### src/rtl/dac_sample_scheduler.sv
// dac_sample_scheduler
// Paces the DA2 serial DAC converter: a sample-period timer issues one tick
// per period, each serviced tick pops a sample pair from a small FIFO and
// fires a one-cycle START, and the block then waits for DONE. An empty FIFO
// repeats the last sample (underrun). A tick during a transfer is dropped
// (late). Both events are counted in saturating counters.
module dac_sample_scheduler #(
  parameter int DATA_W = 12,
  parameter int DIV_W  = 16,
  parameter int DEPTH  = 8
) (
  input  logic                       clk_in,
  input  logic                       rst,
  input  logic                       enable,
  input  logic [DIV_W-1:0]           period,
  input  logic                       s_valid,
  output logic                       s_ready,
  input  logic [DATA_W-1:0]          s_data1,
  input  logic [DATA_W-1:0]          s_data2,
  output logic                       dac_start,
  output logic [DATA_W-1:0]          dac_data1,
  output logic [DATA_W-1:0]          dac_data2,
  input  logic                       dac_done,
  output logic                       busy,
  output logic [$clog2(DEPTH):0]     fifo_level,
  output logic [15:0]                underrun_cnt,
  output logic [15:0]                late_cnt
);

  localparam int AW = $clog2(DEPTH);
  localparam int LW = AW + 1;

  typedef enum logic [1:0] {
    ST_IDLE  = 2'd0,
    ST_ISSUE = 2'd1,
    ST_WAIT  = 2'd2
  } state_t;

  state_t              state_r;
  state_t              state_next_s;

  logic [DATA_W-1:0]   mem1_r [DEPTH];
  logic [DATA_W-1:0]   mem2_r [DEPTH];
  logic [AW-1:0]       wr_ptr_r;
  logic [AW-1:0]       rd_ptr_r;
  logic [LW-1:0]       count_r;
  logic                empty_s;
  logic                full_s;
  logic                push_s;
  logic                pop_s;

  logic [DIV_W-1:0]    period_eff_s;
  logic [DIV_W-1:0]    timer_r;
  logic [DIV_W-1:0]    timer_s;
  logic                load_pend_r;
  logic                tick_s;

  logic                underrun_inc_s;
  logic                late_inc_s;

  logic                dac_start_r;
  logic                busy_r;
  logic [DATA_W-1:0]   dac_data1_r;
  logic [DATA_W-1:0]   dac_data2_r;
  logic [15:0]         underrun_cnt_r;
  logic [15:0]         late_cnt_r;

  // Saturating increment for the fault counters.
  function automatic logic [15:0] sat_inc(input logic [15:0] v);
    if (v == 16'hFFFF) begin
      sat_inc = v;
    end else begin
      sat_inc = v + 16'd1;
    end
  endfunction

  assign empty_s      = (count_r == LW'(0));
  assign full_s       = (count_r == LW'(DEPTH));
  // s_ready depends only on the registered occupancy, so a pop in the same
  // cycle never opens the door for a push into a full FIFO.
  assign push_s       = s_valid && !full_s;
  assign period_eff_s = (period < DIV_W'(2)) ? DIV_W'(2) : period;

  // Effective timer value: while a reload is pending (after reset or while
  // disabled) the timer reads as period_eff-1, tracking the live period.
  always_comb begin
    timer_s = timer_r;
    tick_s  = 1'b0;
    if (load_pend_r) begin
      timer_s = period_eff_s - DIV_W'(1);
    end else begin
      timer_s = timer_r;
    end
    if (enable && !load_pend_r && (timer_r == DIV_W'(0))) begin
      tick_s = 1'b1;
    end else begin
      tick_s = 1'b0;
    end
  end

  // Sample-period down-counter with reload on each tick.
  always_ff @(posedge clk_in or negedge rst) begin
    if (!rst) begin
      timer_r     <= DIV_W'(0);
      load_pend_r <= 1'b1;
    end else if (!enable) begin
      timer_r     <= timer_r;
      load_pend_r <= 1'b1;
    end else if (tick_s) begin
      timer_r     <= period_eff_s - DIV_W'(1);
      load_pend_r <= 1'b0;
    end else begin
      timer_r     <= timer_s - DIV_W'(1);
      load_pend_r <= 1'b0;
    end
  end

  // Next-state logic, FIFO pop and fault-counter increments.
  always_comb begin
    state_next_s   = state_r;
    pop_s          = 1'b0;
    underrun_inc_s = 1'b0;
    late_inc_s     = 1'b0;
    case (state_r)
      ST_IDLE: begin
        if (tick_s) begin
          state_next_s = ST_ISSUE;
          if (!empty_s) begin
            pop_s = 1'b1;
          end else begin
            underrun_inc_s = 1'b1;
          end
        end else begin
          state_next_s = ST_IDLE;
        end
      end
      ST_ISSUE: begin
        // DONE cannot legitimately arrive in the START cycle; ignore it.
        state_next_s = ST_WAIT;
        late_inc_s   = tick_s;
      end
      ST_WAIT: begin
        late_inc_s = tick_s;
        if (dac_done) begin
          state_next_s = ST_IDLE;
        end else begin
          state_next_s = ST_WAIT;
        end
      end
      default: begin
        state_next_s = ST_IDLE;
      end
    endcase
  end

  // State register and registered START/busy outputs.
  always_ff @(posedge clk_in or negedge rst) begin
    if (!rst) begin
      state_r     <= ST_IDLE;
      dac_start_r <= 1'b0;
      busy_r      <= 1'b0;
    end else begin
      state_r     <= state_next_s;
      dac_start_r <= (state_next_s == ST_ISSUE);
      busy_r      <= (state_next_s != ST_IDLE);
    end
  end

  // FIFO storage; contents need no reset because occupancy gates reads.
  always_ff @(posedge clk_in) begin
    if (push_s) begin
      mem1_r[wr_ptr_r] <= s_data1;
      mem2_r[wr_ptr_r] <= s_data2;
    end else begin
      mem1_r[wr_ptr_r] <= mem1_r[wr_ptr_r];
      mem2_r[wr_ptr_r] <= mem2_r[wr_ptr_r];
    end
  end

  // FIFO pointers and occupancy.
  always_ff @(posedge clk_in or negedge rst) begin
    if (!rst) begin
      wr_ptr_r <= AW'(0);
      rd_ptr_r <= AW'(0);
      count_r  <= LW'(0);
    end else begin
      if (push_s) begin
        wr_ptr_r <= wr_ptr_r + AW'(1);
      end
      if (pop_s) begin
        rd_ptr_r <= rd_ptr_r + AW'(1);
      end
      case ({push_s, pop_s})
        2'b10:   count_r <= count_r + LW'(1);
        2'b01:   count_r <= count_r - LW'(1);
        default: count_r <= count_r;
      endcase
    end
  end

  // DAC data holding registers: load on pop, otherwise repeat last sample.
  always_ff @(posedge clk_in or negedge rst) begin
    if (!rst) begin
      dac_data1_r <= DATA_W'(0);
      dac_data2_r <= DATA_W'(0);
    end else if (pop_s) begin
      dac_data1_r <= mem1_r[rd_ptr_r];
      dac_data2_r <= mem2_r[rd_ptr_r];
    end else begin
      dac_data1_r <= dac_data1_r;
      dac_data2_r <= dac_data2_r;
    end
  end

  // Saturating underrun and late-tick counters.
  always_ff @(posedge clk_in or negedge rst) begin
    if (!rst) begin
      underrun_cnt_r <= 16'd0;
      late_cnt_r     <= 16'd0;
    end else begin
      if (underrun_inc_s) begin
        underrun_cnt_r <= sat_inc(underrun_cnt_r);
      end
      if (late_inc_s) begin
        late_cnt_r <= sat_inc(late_cnt_r);
      end
    end
  end

  assign s_ready      = !full_s;
  assign fifo_level   = count_r;
  assign dac_start    = dac_start_r;
  assign busy         = busy_r;
  assign dac_data1    = dac_data1_r;
  assign dac_data2    = dac_data2_r;
  assign underrun_cnt = underrun_cnt_r;
  assign late_cnt     = late_cnt_r;

endmodule

### config.mk
export PLATFORM = sky130hd
export DESIGN_NAME = dac_sample_scheduler
export DESIGN_NICKNAME = d
export VERILOG_FILES = /design/src/rtl/dac_sample_scheduler.sv
export SDC_FILE = /design/constraint.sdc
export NUM_CORES = 1
export LEC_CHECK = 0
export ABC_CLOCK_PERIOD_IN_PS = 6100
export BUFFER_PORTS_ARGS = -buffer_cell sky130_fd_sc_hd__buf_4
export CAP_MARGIN = 30
export CORE_UTILIZATION = 40
export DETAILED_ROUTE_END_ITERATION = 6
export HOLD_SLACK_MARGIN = 0.15
export PLACE_DENSITY = 0.58
export SETUP_SLACK_MARGIN = 0.02
export SYNTH_ARGS = -nofsm -noshare
export SYNTH_HDL_FRONTEND = slang
export SYNTH_SLANG_ARGS = --single-unit
### constraint.sdc
create_clock -name clk_in -period 6.1 [get_ports clk_in]
set_clock_uncertainty 0.2 [all_clocks]
set_input_delay 0.61 -clock clk_in [delete_from_list [all_inputs] [get_ports clk_in]]
set_output_delay 0.61 -clock clk_in [all_outputs]
set_load 0.02 [all_outputs]
### After elaboration in Yosys (flattened, before gate mapping)

Memory sizes are Yosys's and may differ from the RTL's. A register that Yosys moved wholly into a read port is not among the register bits.
Cells that the tools add are included.

* word-level logic and storage cells: 71
* bits in writable memories: 192
* bits of input ports: 45
* memories: 2
* register bits: 63

* add/sub/neg operators: 8
* magnitude comparators: 1
* mux-type cells: 21
* reduce and logical (&&, ||, !) cells: 16
* equality and inequality tests: 9
* bitwise logic cells: 4

Memories
* mem1_r: words 8, bits a word 12, rd ports 1, clocked after memory_dff 1, wr ports 1, RTL line 42 `logic [DATA_W-1:0] mem1_r [DEPTH];`
* mem2_r: words 8, bits a word 12, rd ports 1, clocked after memory_dff 1, wr ports 1, RTL line 43 `logic [DATA_W-1:0] mem2_r [DEPTH];`

Operators with widths (number)
* two-way mux 16 bit: 3
* adder 16 x 1 -> 16 bit (second input constant): 2
* equality test 16 bit (second input constant): 2
* subtractor 16 x 1 -> 16 bit (second input constant): 2
* two-way mux 12 bit: 2
* zero test 16 bit: 1
* less-than comparator 16 x 2 -> 1 bit (second input constant): 1
* two-way mux 1 bit: 13
* case mux 4 bit (2 select lines): 1
* adder 3 x 1 -> 3 bit (second input constant): 2
* equality test 2 x 1 -> 1 bit (second input constant): 3
* case mux 2 bit (3 select lines): 1
* AND reduction 2 bit: 3
* adder 4 x 1 -> 4 bit (second input constant): 1
* equality test 2 bit (second input constant): 2
* equality test 4 bit (second input constant): 1
* zero test 1 bit: 4
* zero test 4 bit: 1
* nonzero test 2 bit: 2
* subtractor 4 x 1 -> 4 bit (second input constant): 1
* logical AND 1 bit: 3
* zero test 2 bit: 1
* two-way mux 2 bit: 1
* NOT 1 bit: 2
* other kinds (3): 4

### Longest topological paths before layout

Gate-level depths: netlist (run 1).

* depth in word-level cells: 8
* gate-level depth with buffers: 14
* depth with buffers taken out: 13

### Worst setup path before layout (run 1)

OpenSTA, ideal clock, no wires.

* path type: input port to flip-flop
* start point: input port period[12]
* end point: register timer_r[9]
* stages: 13
* path buffers: 0
* arrival time: 3895 ps
* data required time: 5823 ps
* setup slack: 1928 ps
* path through: nor4_2 -> nand4_1 -> o21ai_1 -> ha_1 -> or4b_1 -> nor4_1 -> xnor2_1 -> nand2_1 -> o32ai_2 -> nor2b_4 -> mux2_4 -> a311o_1 -> a21oi_1

* cells in the longest elaborated chain, start to end: 6

RTL lines
* start: declaration: RTL line 15 `input logic [DIV_W-1:0] period,`
* less-than comparator 16 x 2 -> 1 bit *: RTL line 82 `assign period_eff_s = (period < DIV_W'(2)) ? DIV_W'(2) : period;`
* two-way mux 16 bit *: RTL line 82
* subtractor 16 x 1 -> 16 bit *: RTL line 90, 110
* two-way mux 16 bit: RTL line 89 `if (load_pend_r) begin`
* subtractor 16 x 1 -> 16 bit: RTL line 113 `timer_r <= timer_s - DIV_W'(1);`
* two-way mux 16 bit *: RTL line 109 `end else if (tick_s) begin`
* end signal: assignment: RTL line 107 `timer_r <= timer_r;`
* end signal: assignment: RTL line 110 `timer_r <= period_eff_s - DIV_W'(1);`
* end signal: assignment: RTL line 113
* end: declaration: RTL line 53 `logic [DIV_W-1:0] timer_r;`

Every way passes the cells marked *; elsewhere a longest branch is shown, timed or not.
A chain may end at the register's enable or synchronous reset.

### Worst setup path after layout (run 1)

* start point: input port period[12]
* end point: register timer_r[13]

* cells in the longest elaborated chain, start to end: 6

RTL lines (RTL line)
* less-than comparator 16 x 2 -> 1 bit: 82
* two-way mux 16 bit *: 82
* subtractor 16 x 1 -> 16 bit *: 90, 110
* two-way mux 16 bit: 89
* subtractor 16 x 1 -> 16 bit: 113
* two-way mux 16 bit *: 109

Marks and branches as above.

==> flow_summary.json, run 1 <==
{
  "postRouteAntennaNets": 0,
  "drt-initial-drc-count": 503,
  "place_area_um2": 13400,
  "r2r_cells": 9,
  "ctsRootBufferMaster": "clkbuf_16",
  "drv_cap": 0,
  "grt_pass1_vias": 7154,
  "grt_busiest_layer": "met2",
  "combPwrFrac_pct": 11.7,
  "synth_edf_count": 192,
  "rows": 63,
  "dpl.cell_count": 1276,
  "core_um2": 29700,
  "synth_area_leader_cell": "edfxtp_1",
  "syn_avg_cell_area_um2": 15.2,
  "regArea_um2": 7950,
  "yosysSeqAreaShare_pct": 65.5,
  "port_buffers": 107,
  "p_switching_w": 0.00118,
  "netlist_instances": 797,
  "grt_overflow_total": 0,
  "synthTopCellsByArea": "edfxtp_1, dfrtp_1, mux4_2",
  "worstSkewPairLatency_ps": 570,
  "critPathKind": "input pin to register",
  "num_vias": 7183,
  "path_clk_slew_ps": 60,
  "timing.hold.worst.start": "dac_done",
  "grt_pass1_wl_um": 41600,
  "insertedDiodeCount": 0,
  "grt_max_degree": 64,
  "hpwl_um": 16100,
  "grt_usage_pct": 17.4,
  "met2_usage_pct": 28.6,
  "critPathRequiredTime_ps": 6390,
  "htreeDepth": 1,
  "cts_tree": "yes",
  "hold_path_class": "input pin to register",
  "internal_power_w": 0.00350,
  "fmax_mhz": 232,
  "use_met1_pct": 24.3,
  "finalNetCount": 1001,
  "fillers": 2523,
  "synth_top_area_share_pct": 47.6,
  "crit_path_end_kind": "register",
  "cts.sinks": 279,
  "fp.dieH_um": 176,
  "setup-tns-final_ps": 0,
  "grt_setup_unrepaired": "no",
  "ys_top_cells_by_count": "edfxtp_1, dfrtp_1, nand2_1",
  "slew_violations": 0,
  "relSlewSlack_pct": 38.7,
  "cts_buffer_depth": 3,
  "arrival_ps": 4610,
  "via_per_inst": 5.29,
  "setup_violations": 0,
  "reg2reg_from": "load_pend_r$_DFF_PN1_",
  "worstMarginPinSlew_ps": 920,
  "hold_viol_final": 0,
  "synth-seq-cells": 279,
  "use_met3_pct": 2.76,
  "post-cts-setup-buffers": 0,
  "period_minus_slack_ps": 4320,
  "power_density_nw_per_um2": 319,
  "multi_input_area_um2": 4010,
  "cts_buffers": 30,
  "antenna_found_initial": 0,
  "io_pins": 108,
  "syn2layout_area_growth_pct": 21.1,
  "worst_path_max_delay_cell": "or4b_1",
  "irDropWorstVdd_mv": 0.217,
  "swShare_pct": 25.3,
  "synth_nets": 854,
  "period_share_pct": 70.8,
  "drcViolationCount": 0,
  "cp_slowest_stage_delay_ps": 520,
  "synth-async-reset-ratio_pct": 31.2,
  "start_kind": "input pin",
  "final_area_um2": 14700,
  "dr.pass1.iters": 5,
  "drive_gt1_share_pct": 27.1,
  "cp_max_fo": 7,
  "yosysMostFrequentCell": "edfxtp_1",
  "pwr-share-clk_pct": 37.7,
  "pwr-share-seq_pct": 50.6,
  "power_w": 0.00468,
  "critPathLaunch": "period[12]",
  "fin_cells": 1358,
  "dominantRegCellSynth": "edfxtp_1",
  "synth_cell_types": 79,
  "leakagePower_nw": 5.36,
  "dieArea_um2": 31000,
  "initial_core_util_pct": 40.8,
  "gp_congestion": 0.833,
  "syn-cell-area_um2": 12100,
  "status": "complete, no violations",
  "holdPathStages": 3,
  "ys_warn_count": 0,
  "path_cells": "buf_4 > nor4_2 > nand4_1 > o21ai_1 > ha_1 > or4b_1 > nor2_1 > xor2_1 > mux2i_2 > nand4_4 > or3b_4 > xnor2_1 > a221oi_1 > o22a_1",
  "die_w_um": 176,
  "routed_wl_um": 26300,
  "wl_per_cell_um": 19.3,
  "reg2reg_slack_ps": 2270
}
## final cells by class
| type | count | area share (%) |
|---|---|---|
| Multi-Input combinational cell | 468 | 27.3 |
| Timing Repair Buffer | 148 | 8.12 |
| Sequential cell | 279 | 54.1 |
| Clock inverter | 16 | 0.886 |
| Clock buffer | 40 | 5.78 |
| Tap cell | 390 | 3.32 |
| Inverter | 17 | 0.435 |
## per-layer routing
metal,part of all wire [%],vias up
li1,-,3359
met1,46,3643
met2,49,148
met3,4.3,33
met4,1.5,0
met5,0,-
## through the flow
stage / utilization, % / worst slack (ps) / hold slack, ps
finish: 49.4 / 1780 / 201
global placement: 45.1 / 1390 / 264
detailed placement: 45.2 / 1210 / 271
CTS: 49.4 / 1810 / 181
global route: 49.4 / 1470 / 226
floorplan: - / 1930 / 114
## worst max-delay path, delay by kind of cell
| kind | cells | cell delay [ps] |
|---|---|---|
| adder cells (fa/ha/maj) | 1 | 310 |
| AO/OA/AOI/OAI | 3 | 850 |
| AND/OR/NAND/NOR | 6 | 2080 |
| multiplexers | 1 | 390 |
| XOR/XNOR | 2 | 240 |
| buffers and inverters | 1 | 120 |
## cells in the final DEF, fill, tap and decap left out, types with 4 or more instances in the layout
cell type / n
nand4_1: 11
clkbuf_8: 6
o21ai_1: 5
nor3_1: 11
nor2_1: 35
nand2b_1: 8
or3_1: 4
dfrtp_1: 84
xnor2_1: 34
o21ai_0: 32
clkbuf_16: 30
nor3_2: 5
buf_4: 120
nand2_1: 67
nor4_2: 4
ha_1: 11
o211ai_1: 5
inv_1: 17
nor2_2: 6
a21oi_1: 21
nand3_1: 24
mux4_2: 48
clkinv_2: 6
clkinv_1: 6
mux2i_1: 30
clkbuf_1: 4
and4_1: 6
xor2_1: 22
edfxtp_1: 192
dlygate4sd3_1: 26
mux2_2: 4
nor4_1: 5
## power groups by stage
stage / clock [W] / sequential (W) / combinational [W]
3_3_place_gp: 0 / 0.00240 / 0.000537
5_1_grt: 0.00189 / 0.00239 / 0.000608
2_1_floorplan: 0 / 0.00239 / 0.000304
4_1_cts: 0.00182 / 0.00237 / 0.000564
3_5_place_dp: 0 / 0.00240 / 0.000546
6_report: 0.00176 / 0.00237 / 0.000550
## logic make-up after synthesis
family | Yosys count | synth area share (%)
simple gates | 215 | 9.60
compound gates | 100 | 5.73
fa+ha+maj | 12 | 1.30
buf+inv | 50 | 1.65
flops | 279 | 65.5
xor+xnor | 57 | 4.18
mux | 84 | 12.0
## worst paths after layout
kind / end
max in group asynchronous: load_pend_r$_DFF_PN1_
worst max register to register: timer_r[13]$_DFFE_PN0P_
min in group asynchronous: timer_r[10]$_DFFE_PN0P_
worst min register to register: dac_data2[9]$_DFFE_PN0P_
worst min-delay path: state_r[1]$_DFF_PN0_
worst max-delay path: timer_r[13]$_DFFE_PN0P_
## registers in the layout, indices dropped and copies added, names as in the netlist
register / flops
dac_data1: 12
dac_start: 1
rd_ptr_r: 3
dac_data2: 12
wr_ptr_r: 3
state_r: 2
load_pend_r: 1
mem2_r: 96
mem1_r: 96
fifo_level: 4
underrun_cnt: 16
late_cnt: 16
timer_r: 16
busy: 1
## repair_timing
action,4_1_cts,5_1_grt
resized for setup,0,0
hold buffers,26,0
endpoints found under the setup margin,0,0
hold endpoints to repair,255,0
(Power assumes the default switching activity.)
==> inputs of run 2 (changes only) <==
--- a/config.mk
+++ b/config.mk
@@ -5,13 +5,13 @@
 export SDC_FILE = /design/constraint.sdc
 export NUM_CORES = 1
 export LEC_CHECK = 0
-export ABC_CLOCK_PERIOD_IN_PS = 6100
+export ABC_CLOCK_PERIOD_IN_PS = 3600
 export BUFFER_PORTS_ARGS = -buffer_cell sky130_fd_sc_hd__buf_4
 export CAP_MARGIN = 30
 export CORE_UTILIZATION = 40
 export DETAILED_ROUTE_END_ITERATION = 6
 export HOLD_SLACK_MARGIN = 0.15
-export PLACE_DENSITY = 0.58
+export PLACE_DENSITY = 0.6
 export SETUP_SLACK_MARGIN = 0.02
 export SYNTH_ARGS = -nofsm -noshare
 export SYNTH_HDL_FRONTEND = slang
==> constraint.sdc (replaced) <==
create_clock -name clk_in -period 3.6 [get_ports clk_in]
set_clock_uncertainty 0.2 [all_clocks]
set_input_delay 0.36 -clock clk_in [delete_from_list [all_inputs] [get_ports clk_in]]
set_output_delay 0.36 -clock clk_in [all_outputs]
set_load 0.02 [all_outputs]
==> flow_summary.json, run 2 (synthesis gave the netlist of run 1 again) <==
{
  "status": "complete, no violations",
  "arrival_ps": 3550,
  "grt_usage_pct": 17.7,
  "finalNetCount": 1057,
  "crit_path_end_kind": "register",
  "critPathRequiredTime_ps": 3830,
  "syn2layout_area_growth_pct": 25.4,
  "initial_core_util_pct": 40.8,
  "cts_tree": "yes",
  "largestRegisters": "mem1_r: 96 flops, mem2_r: 96 flops",
  "io_pins": 108,
  "cts_buffer_depth": 3,
  "wl_per_cell_um": 18.9,
  "grt_pass1_vias": 7480,
  "hold_ws_ps": 223,
  "met2_usage_pct": 28.2,
  "worstMarginPinSlew_ps": 676,
  "ctsResizeCount": 0,
  "via_per_inst": 5.25,
  "path_clk_slew_ps": 60,
  "drv_cap": 0,
  "cts_buffers": 30,
  "use_met3_pct": 2.63,
  "cts.sinks": 279,
  "port_buffers": 107,
  "fin_cells": 1414,
  "final_common_cell": "edfxtp_1",
  "ctsRootBufferMaster": "clkbuf_16",
  "hpwl_um": 16600,
  "grt_setup_unrepaired": "no",
  "final_area_um2": 15200,
  "dr.pass1.iters": 5,
  "leakagePower_nw": 5.64,
  "fin_util_pct": 51.1,
  "grt_busiest_layer": "met2",
  "place_area_um2": 13900,
  "power_density_nw_per_um2": 528,
  "htreeDepth": 1,
  "hold_path_class": "input pin to register",
  "worstSkewPairLatency_ps": 570,
  "dieArea_um2": 31000,
  "irDropWorstVdd_mv": 0.435,
  "cp_max_fo": 4,
  "gp_congestion": 0.849,
  "use_met1_pct": 25.2,
  "setup_violations": 0,
  "die_w_um": 176,
  "fp.dieH_um": 176,
  "period_share_pct": 92.1,
  "multi_input_area_um2": 4060,
  "grt_overflow_total": 0,
  "drive_gt1_share_pct": 31.2,
  "rows": 63,
  "start_kind": "register",
  "insertedDiodeCount": 0,
  "grt_max_degree": 64,
  "critPathKind": "register to register",
  "drt-initial-drc-count": 485,
  "mostFrequentLayoutCells": "edfxtp_1, buf_4, dfrtp_1, nand2_1, mux4_2",
  "core_um2": 29700,
  "relSlewSlack_pct": 54.8,
  "num_vias": 7418,
  "antenna_found_initial": 0,
  "postRouteAntennaNets": 0,
  "grt_pass1_wl_um": 42300,
  "regArea_um2": 7950,
  "routed_wl_um": 26700,
  "hold_viol_final": 0,
  "slew_violations": 0,
  "drcViolationCount": 0,
  "fillers": 2526,
  "period_minus_slack_ps": 3320,
  "dpl.cell_count": 1328,
  "fmax_mhz": 302
}
## run 2: power breakdown
part | internal [W] | leakage, nW | switching (W) | total, W
Combinational | 0.000417 | 2.29 | 0.000594 | 0.00101
Sequential | 0.00384 | 2.88 | 0.000168 | 0.00401
Clock | 0.00176 | 0.466 | 0.00125 | 0.00301
## run 2: stage by stage
step / worst slack [ps] / setup TNS [ps] / power, W
after global placement: -126 / -351 / 0.00505
after floorplan: -211 / -493 / 0.00457
after global routing: 103 / 0 / 0.00836
after detailed placement: -217 / -663 / 0.00507
final: 284 / 0 / 0.00803
after CTS: 287 / 0 / 0.00814
## run 2: layout make-up
cell class / count / area share [%]
sequential: 279 / 52.3
multi-input combinational: 468 / 26.7
timing repair buffer: 204 / 10.9
clock buffer: 45 / 5.51
tap: 390 / 3.21
clock inverter: 11 / 0.930
inverter: 17 / 0.420
## run 2: worst paths after layout
path,start,endpoint,cells past startpoint,slack [ps]
worst max-delay path,timer_r[3]$_DFFE_PN0P_,fifo_level[3]$_DFFE_PN0P_,11,280
worst min register to register,dac_data1[7]$_DFFE_PN0P_,dac_data1[7]$_DFFE_PN0P_,2,280
max in group asynchronous,rst,timer_r[12]$_DFFE_PN0P_,5,1890
min in group asynchronous,rst,timer_r[4]$_DFFE_PN0P_,3,500
worst min-delay path,period[0],timer_r[0]$_DFFE_PN0P_,6,220
worst max register to register,timer_r[3]$_DFFE_PN0P_,fifo_level[3]$_DFFE_PN0P_,11,280
## run 2: timing repair
action,4_1_cts,5_1_grt
hold endpoints to repair,270,2
endpoints found under the setup margin,0,0
hold buffers,28,1
setup buffers,0,0
## run 2: layer usage
layer	part of all wire [%]	wire [µm]
met1	46	12200
met2	47	12500
met3	5.1	1360
met4	2.1	573
met5	0	0
## run 2: worst max-delay path: stages (launching register included)
cell and delay, ps:
dfrtp_1 430, or4_1 610, nor4_2 310, nand2_1 220, nor2_1 260, ha_1 250
ha_1 240, a21o_1 170, a21oi_1 170, xnor2_1 140, nor2_1 60, xor2_1 140
==> inputs of run 3 (changes only) <==
--- a/config.mk
+++ b/config.mk
@@ -11,7 +11,7 @@
 export CORE_UTILIZATION = 40
 export DETAILED_ROUTE_END_ITERATION = 6
 export HOLD_SLACK_MARGIN = 0.15
-export PLACE_DENSITY = 0.6
+export PLACE_DENSITY_LB_ADDON = 0.2
 export SETUP_SLACK_MARGIN = 0.02
 export SYNTH_ARGS = -nofsm -noshare
 export SYNTH_HDL_FRONTEND = slang
==> flow_summary.json, run 3 (synthesis gave the netlist of run 1 again) <==
{
  "grt_max_degree": 55,
  "drive_gt1_share_pct": 31.4,
  "arrival_ps": 3480,
  "fp.dieH_um": 176,
  "period_minus_slack_ps": 3240,
  "slew_violations": 0,
  "core_um2": 29700,
  "io_pins": 108,
  "largestRegisters": "mem1_r: 96 flops, mem2_r: 96 flops",
  "ctsRootBufferMaster": "clkbuf_16",
  "start_kind": "register",
  "grt_usage_pct": 18.0,
  "cp_max_fo": 4,
  "dr.pass1.iters": 4,
  "status": "complete, no violations",
  "critPathLaunch": "timer_r[6]$_DFFE_PN0P_",
  "hold_ws_ps": 199,
  "crit_path_end_kind": "register",
  "relSlewSlack_pct": 34.2,
  "cts_tree": "yes",
  "fin_cells": 1416,
  "timing.hold.worst.start": "period[0]",
  "leakagePower_nw": 5.65,
  "initial_core_util_pct": 40.8,
  "syn2layout_area_growth_pct": 25.1,
  "critPathKind": "register to register",
  "period_share_pct": 90.1,
  "fmax_mhz": 308,
  "power_density_nw_per_um2": 527,
  "post-cts-setup-buffers": 0,
  "routed_wl_um": 26800,
  "num_vias": 7398,
  "postRouteAntennaNets": 0,
  "drv_cap": 0,
  "htreeDepth": 1,
  "drt-initial-drc-count": 320,
  "hpwl_um": 17200,
  "grt_setup_unrepaired": "no",
  "via_per_inst": 5.22,
  "critPathRequiredTime_ps": 3840,
  "insertedDiodeCount": 0,
  "dieArea_um2": 31000,
  "drcViolationCount": 0,
  "power_w": 0.00799,
  "worstMarginPinSlew_ps": 987,
  "final_common_cell": "edfxtp_1",
  "worstSkewPairLatency_ps": 560,
  "hold_viol_final": 0,
  "cts.sinks": 279,
  "grt_pass1_vias": 7637,
  "irDropWorstVdd_mv": 0.357,
  "cts_buffer_depth": 3,
  "grt_overflow_total": 0,
  "path_clk_slew_ps": 60,
  "die_w_um": 176,
  "wl_per_cell_um": 18.9,
  "rows": 63,
  "reg2reg_from": "timer_r[6]$_DFFE_PN0P_",
  "fillers": 2520,
  "finalNetCount": 1059,
  "multi_input_area_um2": 4060,
  "grt_pass1_wl_um": 43000,
  "hold_path_class": "input pin to register",
  "port_buffers": 107,
  "setup_violations": 0,
  "mostFrequentLayoutCells": "edfxtp_1, buf_4, dfrtp_1, nand2_1, mux4_2",
  "gp_congestion": 0.796,
  "dpl.cell_count": 1332,
  "antenna_found_initial": 0,
  "cts_buffers": 30,
  "regArea_um2": 7950
}
==> run 3: changes by cell type in the layout (fill, tap and decap cells not counted), sizes merged <==
| cell | previous run | this run |
|---|---|---|
| clkbuf | 45 | 40 |
| clkinv | 5 | 13 |
| buf | 175 | 178 |
| dlygate4sd3 | 29 | 28 |
| clkinvlp | 3 | 0 |
==> run 3: metal layers <==
metal	wire, µm	share of wire [%]	track usage [%]
met4	390	1.5	3.80
met3	1250	4.6	2.80
met1	11900	45	24.5
met2	13200	49	30.3
met5	0	0	0
==> run 3: power by group <==
group	switching [W]	internal, W	total, W
sequential	0.000167	0.00384	0.00401
clock	0.00125	0.00173	0.00297
combinational	0.000597	0.000411	0.00101
==> run 3: worst paths after layout <==
path	to	slack, ps	cells past startpoint
hold reg to reg	dac_data1[10]$_DFFE_PN0P_	280	2
setup / recovery	fifo_level[3]$_DFFE_PN0P_	360	11
max in group asynchronous	late_cnt[10]$_DFFE_PN0P_	2160	3
hold / removal	timer_r[0]$_DFFE_PN0P_	200	6
min in group asynchronous	timer_r[8]$_DFFE_PN0P_	220	2
setup reg to reg	fifo_level[3]$_DFFE_PN0P_	360	11
==> run 3: final cells by class <==
cell class,instances,share of cell area (%)
clock inverter,16,1.03
multi-input combinational,468,26.8
tap,390,3.22
inverter,17,0.421
sequential,279,52.4
timing repair buffer,206,10.8
clock buffer,40,5.33
==> run 3: metrics by stage <==
| stage | util, % | TNS, ps | area, µm² | worst slack, ps |
|---|---|---|---|---|
| floorplan | - | -493 | 12200 | -211 |
| global placement | 46.8 | -294 | 13900 | -135 |
| detailed placement | 46.8 | -568 | 13900 | -174 |
| CTS | 51.0 | 0 | 15200 | 308 |
| global route | 51.0 | 0 | 15200 | 94.0 |
| finish | 51.0 | 0 | 15200 | 358 |
==> run 3: repair_timing <==
| action | CTS | global route |
|---|---|---|
| gates resized for setup | 0 | 1 |
| endpoints found under the setup margin | 0 | 1 |
| hold buffers | 28 | 0 |
| endpoints found under the hold margin | 261 | 0 |
==> run 3: worst max-delay path, cell delays in order (launching register included) <==
cell,delay [ps]
dfrtp_1,450
or4_1,590
nor4_2,310
nand2_1,200
nor2_2,210
ha_1,240
ha_1,250
a21o_1,170
a21oi_1,170
xnor2_1,130
nor2_1,70
xor2_1,140
